===== src/rtl/cpu_pkg.sv =====
// Shared CPU definitions: BTB entry layout, direction-counter constants and branch encodings.
// The optional BPRED_STATS_EN build of fetch_bpred uses nothing extra from here.
package cpu_pkg;

  localparam int CPU_XLEN     = 32;
  localparam int CPU_IDX_W    = 4;
  localparam int CPU_CTR_BITS = 2;

  localparam logic [CPU_CTR_BITS-1:0] CTR_MAX        = '1;
  localparam logic [CPU_CTR_BITS-1:0] CTR_WEAK_TAKEN = {1'b1, {(CPU_CTR_BITS-1){1'b0}}};

  // funct3 encodings consumed by the resolve stage when it generates upd_*
  localparam logic [2:0] BRANCH_BEQ = 3'b000;
  localparam logic [2:0] BRANCH_BNE = 3'b001;

  typedef struct packed {
    logic                                valid;
    logic [CPU_XLEN-CPU_IDX_W-3:0]       tag;
    logic [CPU_XLEN-1:0]                 target;
    logic [CPU_CTR_BITS-1:0]             ctr;
  } btb_entry_t;

  // Width-generic forms of the counter constants for parametrised counters
  function automatic int unsigned ctr_max_val(input int unsigned bits);
    return (32'd1 << bits) - 32'd1;
  endfunction

  function automatic int unsigned ctr_weak_taken_val(input int unsigned bits);
    return 32'd1 << (bits - 32'd1);
  endfunction

endpackage


===== src/rtl/fetch_bpred_btb.sv =====
// Direct-mapped branch target buffer: flop storage, combinational lookup, synchronous training.
// Addresses arrive as word addresses (pc[XLEN-1:2]); only valid bits are reset.
module btb
  import cpu_pkg::*;
#(
  parameter int XLEN        = 32,
  parameter int BTB_ENTRIES = 16,
  parameter int CTR_BITS    = 2
) (
  input  logic            clk,
  input  logic            rst_n,
  input  logic [XLEN-3:0] lk_word,
  output logic            lk_taken,
  output logic [XLEN-1:0] lk_target,
  input  logic            upd_valid,
  input  logic [XLEN-3:0] upd_word,
  input  logic            upd_taken,
  input  logic [XLEN-1:0] upd_target
);

  localparam int IDX_W = $clog2(BTB_ENTRIES);
  localparam int TAG_W = XLEN - IDX_W - 2;
  localparam logic [CTR_BITS-1:0] CTR_SAT = CTR_BITS'(ctr_max_val(CTR_BITS));
  localparam logic [CTR_BITS-1:0] CTR_WT  = CTR_BITS'(ctr_weak_taken_val(CTR_BITS));

  logic [BTB_ENTRIES-1:0] valid_q, valid_d;
  logic [TAG_W-1:0]       tag_q    [BTB_ENTRIES];
  logic [TAG_W-1:0]       tag_d    [BTB_ENTRIES];
  logic [XLEN-1:0]        target_q [BTB_ENTRIES];
  logic [XLEN-1:0]        target_d [BTB_ENTRIES];
  logic [CTR_BITS-1:0]    ctr_q    [BTB_ENTRIES];
  logic [CTR_BITS-1:0]    ctr_d    [BTB_ENTRIES];

  logic [IDX_W-1:0] lk_idx, u_idx;
  logic [TAG_W-1:0] lk_tag, u_tag;
  logic             u_hit;

  function automatic logic [CTR_BITS-1:0] ctr_inc(input logic [CTR_BITS-1:0] c);
    return (c == CTR_SAT) ? c : c + 1'b1;
  endfunction

  function automatic logic [CTR_BITS-1:0] ctr_dec(input logic [CTR_BITS-1:0] c);
    return (c == '0) ? c : c - 1'b1;
  endfunction

  assign lk_idx    = lk_word[IDX_W-1:0];
  assign lk_tag    = lk_word[XLEN-3:IDX_W];
  assign lk_taken  = valid_q[lk_idx] && (tag_q[lk_idx] == lk_tag) && ctr_q[lk_idx][CTR_BITS-1];
  assign lk_target = target_q[lk_idx];

  assign u_idx = upd_word[IDX_W-1:0];
  assign u_tag = upd_word[XLEN-3:IDX_W];
  assign u_hit = valid_q[u_idx] && (tag_q[u_idx] == u_tag);

  always_comb begin
    valid_d = valid_q;
    for (int i = 0; i < BTB_ENTRIES; i++) begin
      tag_d[i]    = tag_q[i];
      target_d[i] = target_q[i];
      ctr_d[i]    = ctr_q[i];
    end
    if (upd_valid) begin
      if (u_hit) begin
        if (upd_taken) begin
          ctr_d[u_idx]    = ctr_inc(ctr_q[u_idx]);
          target_d[u_idx] = upd_target;
        end else begin
          ctr_d[u_idx]    = ctr_dec(ctr_q[u_idx]);
        end
      end else if (upd_taken) begin
        // Miss-taken overwrites whatever lived at this index
        valid_d[u_idx]  = 1'b1;
        tag_d[u_idx]    = u_tag;
        target_d[u_idx] = upd_target;
        ctr_d[u_idx]    = CTR_WT;
      end
    end
  end

  always_ff @(posedge clk or negedge rst_n) begin
    if (!rst_n) valid_q <= '0;
    else        valid_q <= valid_d;
  end

  always_ff @(posedge clk) begin
    tag_q    <= tag_d;
    target_q <= target_d;
    ctr_q    <= ctr_d;
  end

endmodule


===== src/rtl/fetch_bpred.sv =====
// Fetch stage with BTB-based next-PC prediction and a registered IF/ID bundle.
// Define BPRED_STATS_EN to add saturating branch/mispredict counters.
module fetch_bpred
  import cpu_pkg::*;
#(
  parameter int              XLEN        = 32,
  parameter int              BTB_ENTRIES = 16,
  parameter int              CTR_BITS    = 2,
  parameter logic [XLEN-1:0] RESET_PC    = '0
) (
  input  logic            clk,
  input  logic            rst_n,
  input  logic            stall,
  input  logic            redirect_valid,
  input  logic [XLEN-1:0] redirect_pc,
  input  logic            upd_valid,
  input  logic [XLEN-1:0] upd_pc,
  input  logic            upd_taken,
  input  logic [XLEN-1:0] upd_target,
  output logic [XLEN-1:0] imem_addr,
  input  logic [XLEN-1:0] imem_data,
  output logic            if_valid,
  output logic [XLEN-1:0] if_pc,
  output logic [XLEN-1:0] if_pc4,
  output logic [XLEN-1:0] if_inst,
  output logic            if_pred_taken,
  output logic [XLEN-1:0] if_pred_target
`ifdef BPRED_STATS_EN
  ,
  output logic [31:0]     stat_branches,
  output logic [31:0]     stat_mispredicts
`endif
);

  logic [XLEN-1:0] pc_q, pc_d, pc_plus4;
  logic            if_valid_q, if_valid_d;
  logic [XLEN-1:0] if_pc_q, if_pc_d;
  logic [XLEN-1:0] if_pc4_q, if_pc4_d;
  logic [XLEN-1:0] if_inst_q, if_inst_d;
  logic            if_pred_taken_q, if_pred_taken_d;
  logic [XLEN-1:0] if_pred_target_q, if_pred_target_d;
  logic            bp_taken;
  logic [XLEN-1:0] bp_target;
  logic [1:0]      unused_upd_lsb;

  assign unused_upd_lsb = upd_pc[1:0];
  assign pc_plus4       = pc_q + XLEN'(4);
  assign imem_addr      = pc_q;

  btb #(
    .XLEN        (XLEN),
    .BTB_ENTRIES (BTB_ENTRIES),
    .CTR_BITS    (CTR_BITS)
  ) u_btb (
    .clk        (clk),
    .rst_n      (rst_n),
    .lk_word    (pc_q[XLEN-1:2]),
    .lk_taken   (bp_taken),
    .lk_target  (bp_target),
    .upd_valid  (upd_valid),
    .upd_word   (upd_pc[XLEN-1:2]),
    .upd_taken  (upd_taken),
    .upd_target (upd_target)
  );

  always_comb begin
    pc_d             = pc_q;
    if_valid_d       = if_valid_q;
    if_pc_d          = if_pc_q;
    if_pc4_d         = if_pc4_q;
    if_inst_d        = if_inst_q;
    if_pred_taken_d  = if_pred_taken_q;
    if_pred_target_d = if_pred_target_q;
    // Redirect wins over stall: a mispredict must flush even a stalled bundle
    if (redirect_valid) begin
      pc_d       = redirect_pc;
      if_valid_d = 1'b0;
    end else if (!stall) begin
      pc_d             = bp_taken ? bp_target : pc_plus4;
      if_valid_d       = 1'b1;
      if_pc_d          = pc_q;
      if_pc4_d         = pc_plus4;
      if_inst_d        = imem_data;
      if_pred_taken_d  = bp_taken;
      if_pred_target_d = bp_taken ? bp_target : '0;
    end
  end

  always_ff @(posedge clk or negedge rst_n) begin
    if (!rst_n) begin
      pc_q             <= RESET_PC;
      if_valid_q       <= 1'b0;
      if_pc_q          <= '0;
      if_pc4_q         <= '0;
      if_inst_q        <= '0;
      if_pred_taken_q  <= 1'b0;
      if_pred_target_q <= '0;
    end else begin
      pc_q             <= pc_d;
      if_valid_q       <= if_valid_d;
      if_pc_q          <= if_pc_d;
      if_pc4_q         <= if_pc4_d;
      if_inst_q        <= if_inst_d;
      if_pred_taken_q  <= if_pred_taken_d;
      if_pred_target_q <= if_pred_target_d;
    end
  end

  assign if_valid       = if_valid_q;
  assign if_pc          = if_pc_q;
  assign if_pc4         = if_pc4_q;
  assign if_inst        = if_inst_q;
  assign if_pred_taken  = if_pred_taken_q;
  assign if_pred_target = if_pred_target_q;

`ifdef BPRED_STATS_EN
  logic [31:0] stat_branches_q, stat_branches_d;
  logic [31:0] stat_mispredicts_q, stat_mispredicts_d;

  always_comb begin
    stat_branches_d    = stat_branches_q;
    stat_mispredicts_d = stat_mispredicts_q;
    if (upd_valid && (stat_branches_q != '1))         stat_branches_d    = stat_branches_q + 32'd1;
    if (redirect_valid && (stat_mispredicts_q != '1)) stat_mispredicts_d = stat_mispredicts_q + 32'd1;
  end

  always_ff @(posedge clk or negedge rst_n) begin
    if (!rst_n) begin
      stat_branches_q    <= '0;
      stat_mispredicts_q <= '0;
    end else begin
      stat_branches_q    <= stat_branches_d;
      stat_mispredicts_q <= stat_mispredicts_d;
    end
  end

  assign stat_branches    = stat_branches_q;
  assign stat_mispredicts = stat_mispredicts_q;
`else
  // Statistics counters are not built in this configuration.
`endif

endmodule


===== config.mk =====
export PLATFORM = sky130hd
export DESIGN_NAME = fetch_bpred
export DESIGN_NICKNAME = d
export VERILOG_FILES = /design/src/rtl/cpu_pkg.sv /design/src/rtl/fetch_bpred_btb.sv /design/src/rtl/fetch_bpred.sv
export SDC_FILE = /design/constraint.sdc
export NUM_CORES = 2
export LEC_CHECK = 0
export CELL_PAD_IN_SITES_DETAIL_PLACEMENT = 1
export CELL_PAD_IN_SITES_GLOBAL_PLACEMENT = 2
export CORE_MARGIN = 2
export CORE_UTILIZATION = 45
export DETAILED_ROUTE_END_ITERATION = 6
export PLACE_DENSITY_LB_ADDON = 0.1
export SLEW_MARGIN = 30
export SYNTH_ARGS = -nofsm -noshare
export SYNTH_HDL_FRONTEND = slang
export SYNTH_SLANG_ARGS = --single-unit
export TNS_END_PERCENT = 100

===== constraint.sdc =====
create_clock -name clk -period 4.49 [get_ports clk]
set_input_delay 0.898 -clock clk [delete_from_list [all_inputs] [get_ports clk]]
set_output_delay 0.898 -clock clk [all_outputs]
set_load 0.01 [all_outputs]

# --- Yosys cells after proc, flatten, opt, wreduce, memory -nomap -nowiden ---
# Cells that the tools add are included.
totals:
  register_bits: 1138
  latchBits: 0
  mem_bits_rw: 0
  mem_bits_ro: 0
  input_bits: 134
  elab_cells: 131
  mem_count: 0
classes:
  add_sub_neg: 3
  multipliers: 0
  n_div: 0
  magnitude_cmp: 6
  n_eq_ne: 4
  shifts: 0
  n_mux: 42
  bitwise: 9
  n_reduce_logical: 11
op_table:
  columns: ["cell", "n"]
  rows:
  - ["$bwmux W512", 1]
  - ["$bwmux W416", 1]
  - ["$mux W32", 10]
  - ["$bmux W26 S4", 2]
  - ["$mux W26", 5]
  - ["$bmux W32 S4", 1]
  - ["$demux W32 S4", 1]
  - ["$demux W26 S4", 1]
  - ["$bwmux W32", 2]
  - ["$eq A26 B26 Y1", 2]
  - ["$add A32 B3 Y32 const B", 1]
  - ["$or A16 B16 Y16", 2]
  - ["$and A16 B16 Y16", 1]
  - ["$bmux W2 S4", 2]
  - ["$not A16 Y16", 1]
  - ["$mux W2", 7]
  - ["$ge A5 B5 Y1 const B", 2]
  - ["$lt A4 B5 Y1 const B", 2]
  - ["$not A4 Y5", 2]
  - ["$bmux W1 S4", 2]
  - ["$demux W2 S4", 1]
  - ["$reduce_and A2 Y1", 3]
  - ["$logic_and A1 B1 Y1", 5]
  - ["$lt A5 B1 Y1 const B", 1]
  - ["11 further kinds", 17]

# --- Depth between registers and ports, before layout ---
logic_depth:
  depth_word: 10
  mapped_depth: 17

# --- Hierarchy ---
# Synthesis repeated with hierarchy kept, for this count alone.
unflattened:
  cells_unflattened: 2942
  area_unflattened_um2: 50036.7
by_module_without_submodules:
  columns: ["mod", "n_inst", "cells_each", "area_each_um2"]
  rows:
  - ["btb", 1, 2065, 42517.0]
  - ["fetch_bpred", 1, 877, 7519.7]

# --- Worst setup path before layout ---
# Ideal clock, no wire load.
synth_path:
  kind: "input port to flip-flop"
  start: "input upd_pc[2]"
  end: "register u_btb.tag_q[0] (netlist bit) (enable)"
  setup_ps: 410
  t_arrival_ps: 5046
  setup_slack_ps: -966
  path_stages: 14
  cell_sequence: "clkbuf_1 > buf_6 > buf_2 > buf_2 > buf_2 > mux4_2 > mux4_2 > xnor2_1 > nand4_1 > nor4_4 > or2_1 > buf_4 > buf_6 > nor2_1"
synth_between:
  elab_chain_cells: 8
synth_lines:
  columns: ["item", "line_no", "text"]
  rows:
  - ["start, declared", "fetch_bpred.sv:17", "input logic [XLEN-1:0] upd_pc,"]
  - ["$not A4 Y5 (implied by the code)", "fetch_bpred_btb.sv:53", "assign u_hit = valid_q[u_idx] && (tag_q[u_idx] == u_tag);"]
  - ["$bmux W26 S4", "fetch_bpred_btb.sv:53", null]
  - ["$mux W26 (implied by the code) (2 in series)", "fetch_bpred_btb.sv:53", null]
  - ["$eq A26 B26 Y1", "fetch_bpred_btb.sv:53", null]
  - ["$logic_and A1 B1 Y1 (*)", "fetch_bpred_btb.sv:53", null]
  - ["$not A1 Y1 (no source line) (*)", null, null]
  - ["$reduce_and A3 Y1 (no source line) (*)", null, null]
  - ["end signal, assigned", "fetch_bpred_btb.sv:86", "tag_q <= tag_d;"]
  - ["end, declared", "fetch_bpred_btb.sv:27", "logic [TAG_W-1:0] tag_q [BTB_ENTRIES];"]
# Mark *: on every way between the ends. The rest lies on a longest branch, timed or not. The select of a mux whose other input is x is not followed.
# A chain may end at the register's enable or synchronous reset.

# --- Worst setup path after layout ---
layout_path:
  start: "register pc_q[2] (netlist: imem_addr[2])"
  end: "register pc_q[1] (netlist: imem_addr[1])"
layout_between:
  elab_chain_cells: 10
layout_lines:
  columns: ["item", "line_no", "text"]
  rows:
  - ["start, declared", "fetch_bpred.sv:35", "logic [XLEN-1:0] pc_q, pc_d, pc_plus4;"]
  - ["start signal, assigned", "fetch_bpred.sv:99", "pc_q <= pc_d;"]
  - ["$not A4 Y5 (implied by the code)", "fetch_bpred_btb.sv:48, fetch_bpred_btb.sv:49", null]
  - ["$bmux W26 S4", "fetch_bpred_btb.sv:48", "assign lk_taken = valid_q[lk_idx] && (tag_q[lk_idx] == lk_tag) && ctr_q[lk_idx][CTR_BITS-1];"]
  - ["$mux W26 (implied by the code) (2 in series)", "fetch_bpred_btb.sv:48", null]
  - ["$eq A26 B26 Y1", "fetch_bpred_btb.sv:48", null]
  - ["$logic_and A1 B1 Y1 (2 in series)", "fetch_bpred_btb.sv:48", null]
  - ["$mux W32 (*)", "fetch_bpred.sv:79", "pc_d = bp_taken ? bp_target : pc_plus4;"]
  - ["$mux W32 (*)", "fetch_bpred.sv:78", "end else if (!stall) begin"]
  - ["$mux W32 (*)", "fetch_bpred.sv:75", "if (redirect_valid) begin"]
# Marked as above.

==> parameters.txt <==
Parameter                              Value

Die
  Top-level I/O count ... just under 300
  Height of the die ... approximately 340 um
  Die Outline Area ... between 100000 and 150000 um2
  Number of placement rows ... around 120
  Die width ... roughly 340 um
  Floorplan core area ... 109000 um2
  Effective utilization at floorplan ... between 40 and 50%

GRT
  Global-route wire length before repair ... 229000 um
  Number of antenna violations at the first check in global routing ... 18
  Largest net degree at the start of global routing ... between 90 and 100
  Total track usage ... between 20% and 30%
  Number of global-route vias before repair ... between 30000 and 40000
  Overall overflow remaining after global route ... 0

Yosys
  Syn Inst Count ... between 2000 and 3000
  Post-synth cell types ... 67
  Synth Cell Area ... just under 50000 um2
  Number of enable flip-flop cells after synthesis ... 960
  Synthesized flop and latch total ... 1136
  Yosys warnings ... 0
  Avg Inst Size Synth ... 17.1 um2
  Share of async-settable or async-resettable flops after synthesis ... roughly 15%
  Main flop type after synthesis ... sky130_fd_sc_hd__edfxtp_1
  Net count of the mapped netlist ... 3026
  Part of the Yosys area used for sequential elements ... around 67%

Final layout
  Layout Area Growth over Synthesis ... 22.1%
  Leading cell type in the layout, fill and taps excluded ... sky130_fd_sc_hd__edfxtp_1
  Final core area utilization ... 55.4%
  Share of post-route cells with drive strength above 1 ... 25.6%
  Final Net Count ... 3495
  Finished Layout Cells ... 4887
  Multi-input combinational cell area ... 15500 um2
  Sequential cell area ... between 30000 and 40000 um2
  Number of inserted filler cells in the final layout ... between 9000 and 10000
  Most frequent cells in the layout ... sky130_fd_sc_hd__edfxtp_1 (960), sky130_fd_sc_hd__nand2_1 (399), sky130_fd_sc_hd__mux4_2 (374)

CTS
  CTS tree ... built
  Number of buffers on the longest clock path ... 3
  Number of H-tree levels ... 3
  Number of CTS-inserted buffers ... between 100 and 150
  Clk pin slew, worst setup/hold paths ... around 70 ps
  Clock latency on the worst-skew pair ... approximately 750 ps
  Num Clock Sinks ... around 1100
  Root Buffer ... sky130_fd_sc_hd__clkbuf_16

Pwr
  Power per cell area ... around 430 nW/um2
  Standby leakage power ... about 0.021 uW
  Total power consumption of the routed design ... 25900 uW
  Worst vdd rail ir drop ... roughly 350 uV

Worst setup path
  Worst Reg-to-Reg Cells ... 11
  Worst R2R Start ... imem_addr[2]$_DFFE_PN0P_
  Data arrival time of the critical path ... 4980 ps
  Data required, critical path ... between 5000 and 6000 ps
  Beginning of the critical path ... imem_addr[2]$_DFFE_PN0P_
  Setup crit end kind ... register
  Worst Setup Path Type ... register to register
  Highest fanout seen on the critical path ... 12
  Capture instance of the worst register-to-register path ... imem_addr[1]$_DFFE_PN0P_
  Startpoint type of the worst setup path ... register
  R2r setup slk ... approximately 120 ps

Timing
  Worst slew margin relative to its limit ... ~32%
  Part of the cycle the worst path needs ... around 100%
  Hold Fails Final Rpt ... 0
  Setup Skew ... around 55 ps
  Slew at the pin closest to its max-slew limit ... slightly below 1000 ps
  Final count of negative-setup-slack endpoints ... 0
  Max Fclk ... approximately 0.23 GHz
  Shortest clock period the worst path allows after layout ... approximately 4400 ps
  Final slew viol count ... 0
  Setup ws final ... 123 ps
  RSZ-0062 raised after global routing ... no

Detailed routing
  Drt pass-1 iters ... 5
  Ratio of routed vias to standard cells ... approximately 6.1
  Top layer in use ... met5
  Average detailed-routed wire length per instance ... between 30 and 40 um
  Initial DRC Count ... between 2000 and 3000
  Vias post-DR ... about 30000
  Number of antenna-violating nets in the routed design ... 0
  Total DRC errors in the routed layout ... 0
  Met3 wire len ... ~9900 um
  Post-detailed-routing wire length ... approximately 160000 um
  Routed wire length on met2 ... a little under 80000 um
  Metal-1 WL ... approximately 65000 um

Placed design
  Detailed Place HPWL ... approximately 100000 um
  Final estimated routing congestion in global placement ... 0.878
  Placed instance count ... 4649
  Count of input and output buffers ... around 300
  Worst setup slack before clock tree synthesis ... -573 ps

Run status
  Run status ... completed

Job
  Max capacitance violation total ... 0

Min path
  Hold/Removal Path Class ... input port to asynchronous set/reset pin
## where the power goes
part           internal, uW  switching [uW]  total [uW]
registers             11800             266       12000
logic                  1670            2080        3750
clock network          5820            4330       10100
total                 19200            6680       25900
## synth_stat cells (4+ instances only)
cell type                   count  area share, %
sky130_fd_sc_hd__edfxtp_1     960             58
sky130_fd_sc_hd__nand2_1      399            3.0
sky130_fd_sc_hd__mux4_2       374             17
sky130_fd_sc_hd__dfrtp_1      176            8.9
sky130_fd_sc_hd__mux2i_1      124            2.5
sky130_fd_sc_hd__clkbuf_1     108           0.82
sky130_fd_sc_hd__nor2_1        93           0.71
sky130_fd_sc_hd__o21ai_0       79           0.80
sky130_fd_sc_hd__xnor2_1       52           0.92
sky130_fd_sc_hd__a21oi_1       47           0.48
sky130_fd_sc_hd__buf_2         44           0.45
sky130_fd_sc_hd__nand3_1       39           0.39
sky130_fd_sc_hd__nor3_1        28           0.28
sky130_fd_sc_hd__buf_1         25           0.19
sky130_fd_sc_hd__o22ai_1       24           0.30
sky130_fd_sc_hd__a22oi_1       23           0.35
sky130_fd_sc_hd__a22o_1        20           0.35
sky130_fd_sc_hd__inv_1         19           0.14
sky130_fd_sc_hd__nor2b_1       19           0.24
sky130_fd_sc_hd__nor3b_1       18           0.27
sky130_fd_sc_hd__a21boi_0      17           0.26
sky130_fd_sc_hd__buf_4         16           0.24
sky130_fd_sc_hd__nand4_1       14           0.18
sky130_fd_sc_hd__xor2_1        14           0.25
sky130_fd_sc_hd__o31a_1        13           0.23
sky130_fd_sc_hd__buf_6         12           0.27
sky130_fd_sc_hd__nand2b_1      12           0.15
sky130_fd_sc_hd__or2_1         11           0.14
sky130_fd_sc_hd__mux2_2         9           0.20
sky130_fd_sc_hd__nor4_1         9           0.11
sky130_fd_sc_hd__and3_1         8           0.10
sky130_fd_sc_hd__or2_2          7          0.089
sky130_fd_sc_hd__or4_1          7           0.11
sky130_fd_sc_hd__a211oi_1       5          0.076
sky130_fd_sc_hd__a31oi_1        5          0.063
sky130_fd_sc_hd__a21o_1         4          0.061
sky130_fd_sc_hd__a221oi_1       4          0.071
sky130_fd_sc_hd__and4_1         4          0.071
sky130_fd_sc_hd__nand4b_1       4          0.071
sky130_fd_sc_hd__o2111ai_1      4          0.071
## routing by layer
| layer | up-vias | global-route usage, % |
|---|---|---|
| met5 | - | 0 |
| met4 | 8 | 9.69 |
| met3 | 249 | 4.74 |
| met2 | 1111 | 46.5 |
| met1 | 15982 | 38.6 |
| li1 | 12425 | - |
## layout make-up
type	instances	area share, %
Antenna cell	9	0.0373
Multi-Input combinational cell	1529	25.6
Clock buffer	139	5.19
Timing Repair Buffer	552	9.62
Inverter	21	0.130
Sequential cell	1136	55.0
Clock inverter	87	1.50
Tap cell	1414	2.93
## cells by family (layout without fill, tap and decap cells)
logic type / after synthesis / after routing / share of synthesized area (%)
AND/OR/NAND/NOR: 683 / 683 / 6.17
other: 0 / 9 / 0
multiplexers: 507 / 507 / 19.7
AO/OA/AOI/OAI: 270 / 270 / 3.57
buffers and inverters: 226 / 799 / 2.13
flip-flops: 1136 / 1136 / 67.2
XOR/XNOR: 66 / 66 / 1.17
adder cells (fa/ha/maj): 3 / 3 / 0.0657
## per-stage QoR
| stage | hold WS, ps | setup TNS (ps) | instance area [um2] |
|---|---|---|---|
| 2_1_floorplan | 445 | -916 | 49700 |
| 3_3_place_gp | 455 | -212600 | 56300 |
| 3_5_place_dp | 460 | -205020 | 56300 |
| 4_1_cts | 197 | 0 | 60400 |
| 5_1_grt | 216 | 0 | 60400 |
| 6_report | 178 | 0 | 60400 |
## timing repair
item / in CTS / in global routing
endpoints found under the setup margin: 0 / 24
hold buffers: 0 / 0
setup buffers: 0 / 2
gates resized for setup: 0 / 2
## worst max-delay path by stage
stage                                                to  slack, ps
final                          imem_addr[1]$_DFFE_PN0P_        120
after floorplan           u_btb.target_q[100]$_DFFE_PP_        -30
after global placement        u_btb.ctr_q[20]$_DFFE_PP_       -540
after CTS                      imem_addr[1]$_DFFE_PN0P_         20
after detailed placement       u_btb.ctr_q[4]$_DFFE_PP_       -570
after global routing           imem_addr[7]$_DFFE_PN0P_          4
## flip-flops by register name, summed over array words and instances, names as in the netlist
signal / cells
u_btb.target_q: 512
if_valid: 1
u_btb.tag_q: 416
if_inst: 32
if_pred_taken: 1
if_pc: 32
u_btb.ctr_q: 32
u_btb.valid_q: 16
imem_addr: 32
if_pred_target: 32
if_pc4: 30
## worst max-delay path, stage by stage, from the launching register on
cell and delay, ps:
sky130_fd_sc_hd__dfrtp_4 620, sky130_fd_sc_hd__buf_4 260, sky130_fd_sc_hd__mux4_2 530, sky130_fd_sc_hd__a22oi_1 240
sky130_fd_sc_hd__nand2_1 240, sky130_fd_sc_hd__xor2_1 230, sky130_fd_sc_hd__or4_1 590, sky130_fd_sc_hd__or4b_1 650
sky130_fd_sc_hd__nor4_4 280, sky130_fd_sc_hd__buf_4 250, sky130_fd_sc_hd__a31oi_1 140, sky130_fd_sc_hd__a21oi_1 210
Power figures use the tool's default switching activity.
